$ cat config.mk
export PLATFORM = sky130hd
export DESIGN_NAME = mem_ctrl
export DESIGN_NICKNAME = d
export VERILOG_FILES = /design/src/rtl/mem_ctrl_pkg.sv /design/src/rtl/mem_ctrl_arb.sv /design/src/rtl/mem_ctrl.sv
export SDC_FILE = /design/constraint.sdc
export NUM_CORES = 1
export LEC_CHECK = 0
export ABC_AREA = 1
export ABC_CLOCK_PERIOD_IN_PS = 5400
export BUFFER_PORTS_ARGS = -buffer_cell sky130_fd_sc_hd__buf_2
export CORE_MARGIN = 2
export CORE_UTILIZATION = 55
export DETAILED_ROUTE_END_ITERATION = 16
export GPL_ROUTABILITY_DRIVEN = 0
export HOLD_SLACK_MARGIN = 0.1
export PLACE_DENSITY = 0.82
export SYNTH_ARGS = -nofsm -noshare
export SYNTH_HDL_FRONTEND = slang
export SYNTH_HIERARCHICAL = 1
export SYNTH_SLANG_ARGS = --single-unit
$ cat constraint.sdc
create_clock -name clk -period 5.4 [get_ports clk]
set_input_delay 0.81 -clock clk [delete_from_list [all_inputs] [get_ports clk]]
set_output_delay 0.81 -clock clk [all_outputs]
set_load 0.02 [all_outputs]
$ cat src/rtl/mem_ctrl_pkg.sv
// Shared types for the memory controller: access sizes, FSM states,
// per-entry control bits and the size-to-byte-count mapping.
package mem_ctrl_pkg;

  typedef enum logic [1:0] {
    SZ_BYTE = 2'd0,
    SZ_HALF = 2'd1,
    SZ_WORD = 2'd2
  } size_e;

  typedef enum logic [1:0] {
    S_IDLE,
    S_XFER,
    S_RDLAST,
    S_DONE
  } state_e;

  // Parameter-independent part of a queue entry; the top wraps it with
  // chan/addr/wdata whose widths depend on the instance parameters.
  typedef struct packed {
    logic       we;
    logic [1:0] size;
    logic       kill;
  } ent_ctl_t;

  // Encoding 3 is treated as a word access.
  function automatic logic [2:0] size_bytes(logic [1:0] sz);
    case (sz)
      SZ_BYTE: return 3'd1;
      SZ_HALF: return 3'd2;
      default: return 3'd4;
    endcase
  endfunction

endpackage

$ cat src/rtl/mem_ctrl_arb.sv
// NCH-way request arbiter: round-robin starting at the pointer, or fixed
// priority (lowest index wins). Grants only while the queue has room.
module mem_ctrl_arb #(
  parameter int NCH     = 2,
  parameter int RR_MODE = 1
) (
  input  logic           clk,
  input  logic           rst,
  input  logic [NCH-1:0] valid_i,
  input  logic           not_full_i,
  output logic [NCH-1:0] grant_o
);

  localparam int PW = (NCH > 1) ? $clog2(NCH) : 1;

  logic [PW-1:0] ptr_q;
  logic [PW-1:0] gidx;
  logic [PW-1:0] idx;
  logic [PW:0]   sum;
  logic          found;

  always_comb begin
    grant_o = '0;
    gidx    = '0;
    idx     = '0;
    sum     = '0;
    found   = 1'b0;
    for (int i = 0; i < NCH; i++) begin
      if (RR_MODE != 0) begin
        sum = {1'b0, ptr_q} + (PW+1)'(i);
        if (sum >= (PW+1)'(NCH)) sum = sum - (PW+1)'(NCH);
        idx = sum[PW-1:0];
      end else begin
        idx = PW'(i);
      end
      if (!found && not_full_i && valid_i[idx]) begin
        found        = 1'b1;
        grant_o[idx] = 1'b1;
        gidx         = idx;
      end
    end
  end

  always_ff @(posedge clk or negedge rst) begin
    if (!rst)                      ptr_q <= '0;
    else if (found && RR_MODE != 0) ptr_q <= (gidx == PW'(NCH-1)) ? '0 : gidx + PW'(1);
  end

endmodule

$ cat src/rtl/mem_ctrl.sv
// Multi-client memory controller: arbitrates NCH channels into an in-order
// queue and serialises each access onto a byte-wide RAM port.
module mem_ctrl
  import mem_ctrl_pkg::*;
#(
  parameter int             NCH        = 2,
  parameter int             DEPTH      = 8,
  parameter int             ADDR_W     = 32,
  parameter int             DATA_W     = 32,
  parameter int             RR_MODE    = 1,
  parameter logic [NCH-1:0] FLUSH_MASK = NCH'(1)
) (
  input  logic                  clk,
  input  logic                  rst,
  input  logic [NCH-1:0]        req_valid,
  output logic [NCH-1:0]        req_ready,
  input  logic [NCH-1:0]        req_we,
  input  logic [2*NCH-1:0]      req_size,
  input  logic [ADDR_W*NCH-1:0] req_addr,
  input  logic [DATA_W*NCH-1:0] req_wdata,
  output logic [NCH-1:0]        rsp_valid,
  output logic [DATA_W-1:0]     rsp_data,
  input  logic                  flush,
  output logic [ADDR_W-1:0]     ram_addr,
  output logic [7:0]            ram_wdata,
  output logic                  ram_we,
  input  logic [7:0]            ram_rdata
);

  localparam int CW = (NCH > 1) ? $clog2(NCH) : 1;
  localparam int QW = $clog2(DEPTH);

  typedef struct packed {
    logic [CW-1:0]     chan;
    ent_ctl_t          ctl;
    logic [ADDR_W-1:0] addr;
    logic [DATA_W-1:0] wdata;
  } ent_t;

  ent_t              q_mem [DEPTH];
  logic [DEPTH-1:0]  kill_q;
  logic [QW-1:0]     wr_q, rd_q;
  logic [QW:0]       cnt_q;
  logic [NCH-1:0]    grant;
  logic              push, pop, not_full, empty;
  ent_t              new_ent, head, cur_q, cur_d;
  state_e            state_q, state_d;
  logic [1:0]        k_q, k_d;
  logic [2:0]        nb;
  logic [DATA_W-1:0] rbuf_q, rbuf_d;
  logic [ADDR_W-1:0] ram_addr_q, ram_addr_d;
  logic [7:0]        ram_wdata_q, ram_wdata_d;
  logic              ram_we_q, ram_we_d;

  function automatic logic killable(ent_t e);
    return !e.ctl.we && FLUSH_MASK[e.chan];
  endfunction

  assign not_full = rst && (cnt_q != (QW+1)'(DEPTH));
  assign empty    = (cnt_q == '0);
  assign push     = |grant;
  assign req_ready = grant;

  mem_ctrl_arb #(.NCH(NCH), .RR_MODE(RR_MODE)) u_arb (
    .clk        (clk),
    .rst        (rst),
    .valid_i    (req_valid),
    .not_full_i (not_full),
    .grant_o    (grant)
  );

  always_comb begin
    new_ent = '0;
    for (int c = 0; c < NCH; c++) begin
      if (grant[c]) begin
        new_ent.chan     = CW'(c);
        new_ent.ctl.we   = req_we[c];
        new_ent.ctl.size = req_size[2*c +: 2];
        new_ent.addr     = req_addr[c*ADDR_W +: ADDR_W];
        new_ent.wdata    = req_wdata[c*DATA_W +: DATA_W];
      end
    end
  end

  // Kill bits live beside the storage so a flush can mark every slot at once.
  always_comb begin
    head          = q_mem[rd_q];
    head.ctl.kill = kill_q[rd_q];
  end

  always_ff @(posedge clk) begin
    if (push) q_mem[wr_q] <= new_ent;
  end

  always_ff @(posedge clk or negedge rst) begin
    if (!rst) begin
      kill_q <= '0;
    end else begin
      for (int i = 0; i < DEPTH; i++)
        if (flush && killable(q_mem[i])) kill_q[i] <= 1'b1;
      if (push) kill_q[wr_q] <= 1'b0;
    end
  end

  always_comb begin
    state_d     = state_q;
    k_d         = k_q;
    cur_d       = cur_q;
    rbuf_d      = rbuf_q;
    pop         = 1'b0;
    ram_addr_d  = ram_addr_q;
    ram_wdata_d = 8'h00;
    ram_we_d    = 1'b0;
    nb          = size_bytes(cur_q.ctl.size);
    case (state_q)
      S_IDLE: begin
        if (!empty) begin
          pop = 1'b1;
          if (!head.ctl.kill) begin
            state_d           = S_XFER;
            k_d               = '0;
            cur_d             = head;
            cur_d.ctl.kill    = flush && killable(head);
            rbuf_d            = '0;
            ram_addr_d        = head.addr;
            ram_we_d          = head.ctl.we;
            ram_wdata_d       = head.ctl.we ? head.wdata[7:0] : 8'h00;
          end
        end
      end
      S_XFER: begin
        // RAM data lags the address by one cycle, so byte k-1 arrives now.
        if (!cur_q.ctl.we && k_q != 2'd0) rbuf_d[{k_q - 2'd1, 3'b000} +: 8] = ram_rdata;
        if ({1'b0, k_q} == nb - 3'd1) begin
          state_d = cur_q.ctl.we ? S_DONE : S_RDLAST;
        end else begin
          k_d         = k_q + 2'd1;
          ram_addr_d  = cur_q.addr + ADDR_W'(k_d);
          ram_we_d    = cur_q.ctl.we;
          ram_wdata_d = cur_q.ctl.we ? cur_q.wdata[{k_d, 3'b000} +: 8] : 8'h00;
        end
      end
      S_RDLAST: begin
        rbuf_d[{nb[1:0] - 2'd1, 3'b000} +: 8] = ram_rdata;
        state_d = S_DONE;
      end
      S_DONE:  state_d = S_IDLE;
      default: state_d = S_IDLE;
    endcase
    if (flush && state_q != S_IDLE && killable(cur_q)) cur_d.ctl.kill = 1'b1;
  end

  always_ff @(posedge clk or negedge rst) begin
    if (!rst) begin
      wr_q        <= '0;
      rd_q        <= '0;
      cnt_q       <= '0;
      state_q     <= S_IDLE;
      k_q         <= '0;
      cur_q       <= '0;
      rbuf_q      <= '0;
      ram_addr_q  <= '0;
      ram_wdata_q <= '0;
      ram_we_q    <= 1'b0;
    end else begin
      if (push) wr_q <= wr_q + QW'(1);
      if (pop)  rd_q <= rd_q + QW'(1);
      cnt_q       <= cnt_q + (QW+1)'(push) - (QW+1)'(pop);
      state_q     <= state_d;
      k_q         <= k_d;
      cur_q       <= cur_d;
      rbuf_q      <= rbuf_d;
      ram_addr_q  <= ram_addr_d;
      ram_wdata_q <= ram_wdata_d;
      ram_we_q    <= ram_we_d;
    end
  end

  always_comb begin
    rsp_valid = '0;
    rsp_data  = '0;
    if (state_q == S_DONE && !cur_q.ctl.kill) begin
      rsp_valid[cur_q.chan] = 1'b1;
      if (!cur_q.ctl.we) rsp_data = rbuf_q;
    end
  end

  assign ram_addr  = ram_addr_q;
  assign ram_wdata = ram_wdata_q;
  assign ram_we    = ram_we_q;

endmodule

==> flow_summary.toml <==
[die]
die_x_um = 244
start_util_pct = 55.8
ios = 224
num_rows = 87
core-area_um2 = 56600
die_h_um = 244
die_area_um2 = 59300

[synthesis]
synth_area_um2 = 31600
ys_ff_latch = 709
ys_warn_count = 6
synth.yosys.seq_area_share_pct = 64.8
synth-edff-count = 544
synthAdderAreaFrac_pct = 1.04
synth_nets = 3245
synth-xor-area-share_pct = 0.333
synth_mux_area_share_pct = 0
yosys.area_share.simple_pct = 17.7
synth_compound_area_share_pct = 11.4
synth_top_family_by_area = "simple AND/OR/NAND/NOR gates"
synth.avg_cell_area_um2 = 10.3
synth-async-reset-ratio_pct = 23.3
synth_flop_cell = "edfxtp_1"
synth_cells = 3073
synth.distinct_cells = 47

[min_path]
hold_class = "reg2reg"
hp-start = "ram_addr[9]"

[final_layout]
final_nets = 3387
fillers = 4270
antenna_cells = 0
final_util_pct = 62.3
design_area_um2 = 35300
final_common_cell = "nand2_1"
regArea_um2 = 20500
layout_common_cells = "nand2_1 (628), edfxtp_1 (544), nor2_1 (499), o21ai_0 (357), buf_2 (222)"
drive_gt1_share_pct = 12.2
syn_to_final_growth_pct = 11.7
multi_input_area_um2 = 9690

[global_routing]
grt_pass1_vias = 22700
grt_pass1_wl_um = 128000
antenna_found_initial = 4
grt_util_all_layers_pct = 27.8
grt_overflow_total = 0
grt_max_degree = 188

[critical_path]
cp_slowest_cell = "buf_4"
critical_path.max_fanout = 68
cp_num_buf_inv = 5
crit-reg2reg-launch = "rd_q[0]"
critPathCaptureType = "output pin"
required_ns = 4.59
path_class = "in2out"
cp_top_family = "buffers and inverters"
worstPathCellList = "dlygate4sd3_1 > buf_6 > inv_1 > a31oi_1 > nand3_1 > nand2_2 > buf_4 > buf_2"
startpoint = "rst"
max_stage_delay_ns = 0.83
crit_arrival_ns = 3.40
start_kind = "input pin"

[place]
place_area_um2 = 33000
place.detailed.hpwl_um = 49200
placement.io_buffers = 223

[power_and_ir_drop]
p_per_area_nw_per_um2 = 583
ir_worst_vdd_mv = 0.411
leakage_nw = 13.6
total_power_mw = 20.6

[clock_network]
cts_tree = "yes"
clkTransAtPathRegs_ns = 0.06
cts_root_buf = "clkbuf_16"
cts-resized-gates = 0
clock_path_buffers = 3
htree_levels = 3
numCtsBuffers = 70
cts.sink_count = 709
clock_latency_ns = 0.63

[sta]
fin_skew_ns = 0.0306
worstMarginPinSlew_ns = 1.15
finalCritPeriodShare_pct = 77.9
slew_viol_final = 0
fmax_mhz = 238
max-slew-margin-rel_pct = 23.6
hold_viol = 0
fin_crit_ns = 4.21
setup_tns_ns = 0
rsz0062_at_grt = "no"
setup_viol = 0

[routing]
vias = 23900
wl_um = 83200
viasPerCell = 5.92
post_drt_wl_per_cell_um = 20.6
drt_iter0_drc = 3752
ant_nets = 0
first_pass_iters = 6
drc = 0

[flow_run]
drv_cap = 0

[run_status]
outcome = "complete, no violations"
layer usage:
| layer | track usage, % | part of all wire, % | vias up |
|---|---|---|---|
| met4 | 10.2 | 2.7 | 8 |
| met5 | 0 | 0.055 | - |
| li1 | - | - | 10900 |
| met3 | 5.63 | 12 | 177 |
| met1 | 39.6 | 40 | 11300 |
| met2 | 42.8 | 46 | 1491 |
what timing repair did:
action	4_1_cts	5_1_grt
buffers inserted	0	0
hold buffers	1	0
endpoints found under the hold margin	25	0
metrics by stage:
step	hold WS [ns]	worst slack (ns)	instances
after floorplan	0.450	-0.0335	3073
after global placement	0.454	1.71	3898
after detailed placement	0.457	1.61	3898
after CTS	0.472	1.17	4028
after global routing	0.501	0.950	4028
final	0.470	1.19	4028
worst register-to-register path, stage by stage, from the launching register on:
cell	delay, ns
dfrtp_4	1.12
inv_6	0.53
nand2_1	0.20
nand3_1	0.09
nand3_2	0.17
nand3_4	0.12
a21oi_4	0.80
nand3_1	0.29
nand2_1	0.13
final cells by class:
class                   instances  share of cell area, %
flip-flops and latches        709                   58.0
multi-input cells            2059                   27.5
clock buffers                  81                   5.20
repair buffers                254                   4.03
well taps                     756                   2.68
inverters                     121                   1.32
clock inverters                48                   1.26
power breakdown:
group | internal (mW) | switching, mW | total (mW)
clock | 2.79 | 2.05 | 4.84
sequential | 7.20 | 0.709 | 7.91
combinational | 2.13 | 5.69 | 7.81
total | 12.1 | 8.44 | 20.6
kinds of logic after synthesis:
kind of cell | count (synthesis)
buf+inv | 305
simple gates | 1382
fa+ha+maj | 25
compound gates | 640
xor+xnor | 12
flops | 709
synth_stat cells (3+ instances only):
master | number | area, um^2
clkbuf_2 | 5 | 25.0
nand3_2 | 4 | 40.0
clkbuf_1 | 83 | 312
o21ai_1 | 95 | 475
o21a_1 | 6 | 45.0
edfxtp_1 | 544 | 16300
xor2_1 | 10 | 87.6
nor3_1 | 7 | 35.0
clkinv_1 | 4 | 15.0
buf_2 | 38 | 190
ha_1 | 23 | 288
buf_4 | 18 | 135
inv_2 | 4 | 15.0
or2_2 | 4 | 25.0
inv_1 | 111 | 417
nand3_1 | 215 | 1080
o22ai_1 | 32 | 200
dfrtp_1 | 165 | 4130
nor2_1 | 507 | 1900
nand2_1 | 629 | 2360
nor2_4 | 3 | 33.8
o211ai_1 | 119 | 893
o21ai_0 | 357 | 1790
buf_1 | 14 | 52.6
a21oi_1 | 21 | 105
buf_6 | 22 | 248
final timing paths:
| path | to | slack, ns | cells after the start |
|---|---|---|---|
| min in group asynchronous | rbuf_q[17] | 0.62 | 2 |
| max reg2reg | ram_addr[24] | 1.91 | 8 |
| min | ram_addr[9] | 0.47 | 2 |
| min reg2reg | ram_addr[9] | 0.47 | 2 |
| max in group asynchronous | rd_q[1] | 3.50 | 3 |
| max | req_ready[0] | 1.19 | 8 |
flip-flops by register name, indices dropped and copies added (netlist names), named ones only:
name / count
q_mem: 544
cur_q: 69
ram_addr: 32
rbuf_q: 32
kill_q: 8
ram_wdata: 8
cnt_q: 4
rd_q: 3
wr_q: 3
k_q: 2
state_q: 2
ram_we: 1
Power figures use the tool's default switching activity.
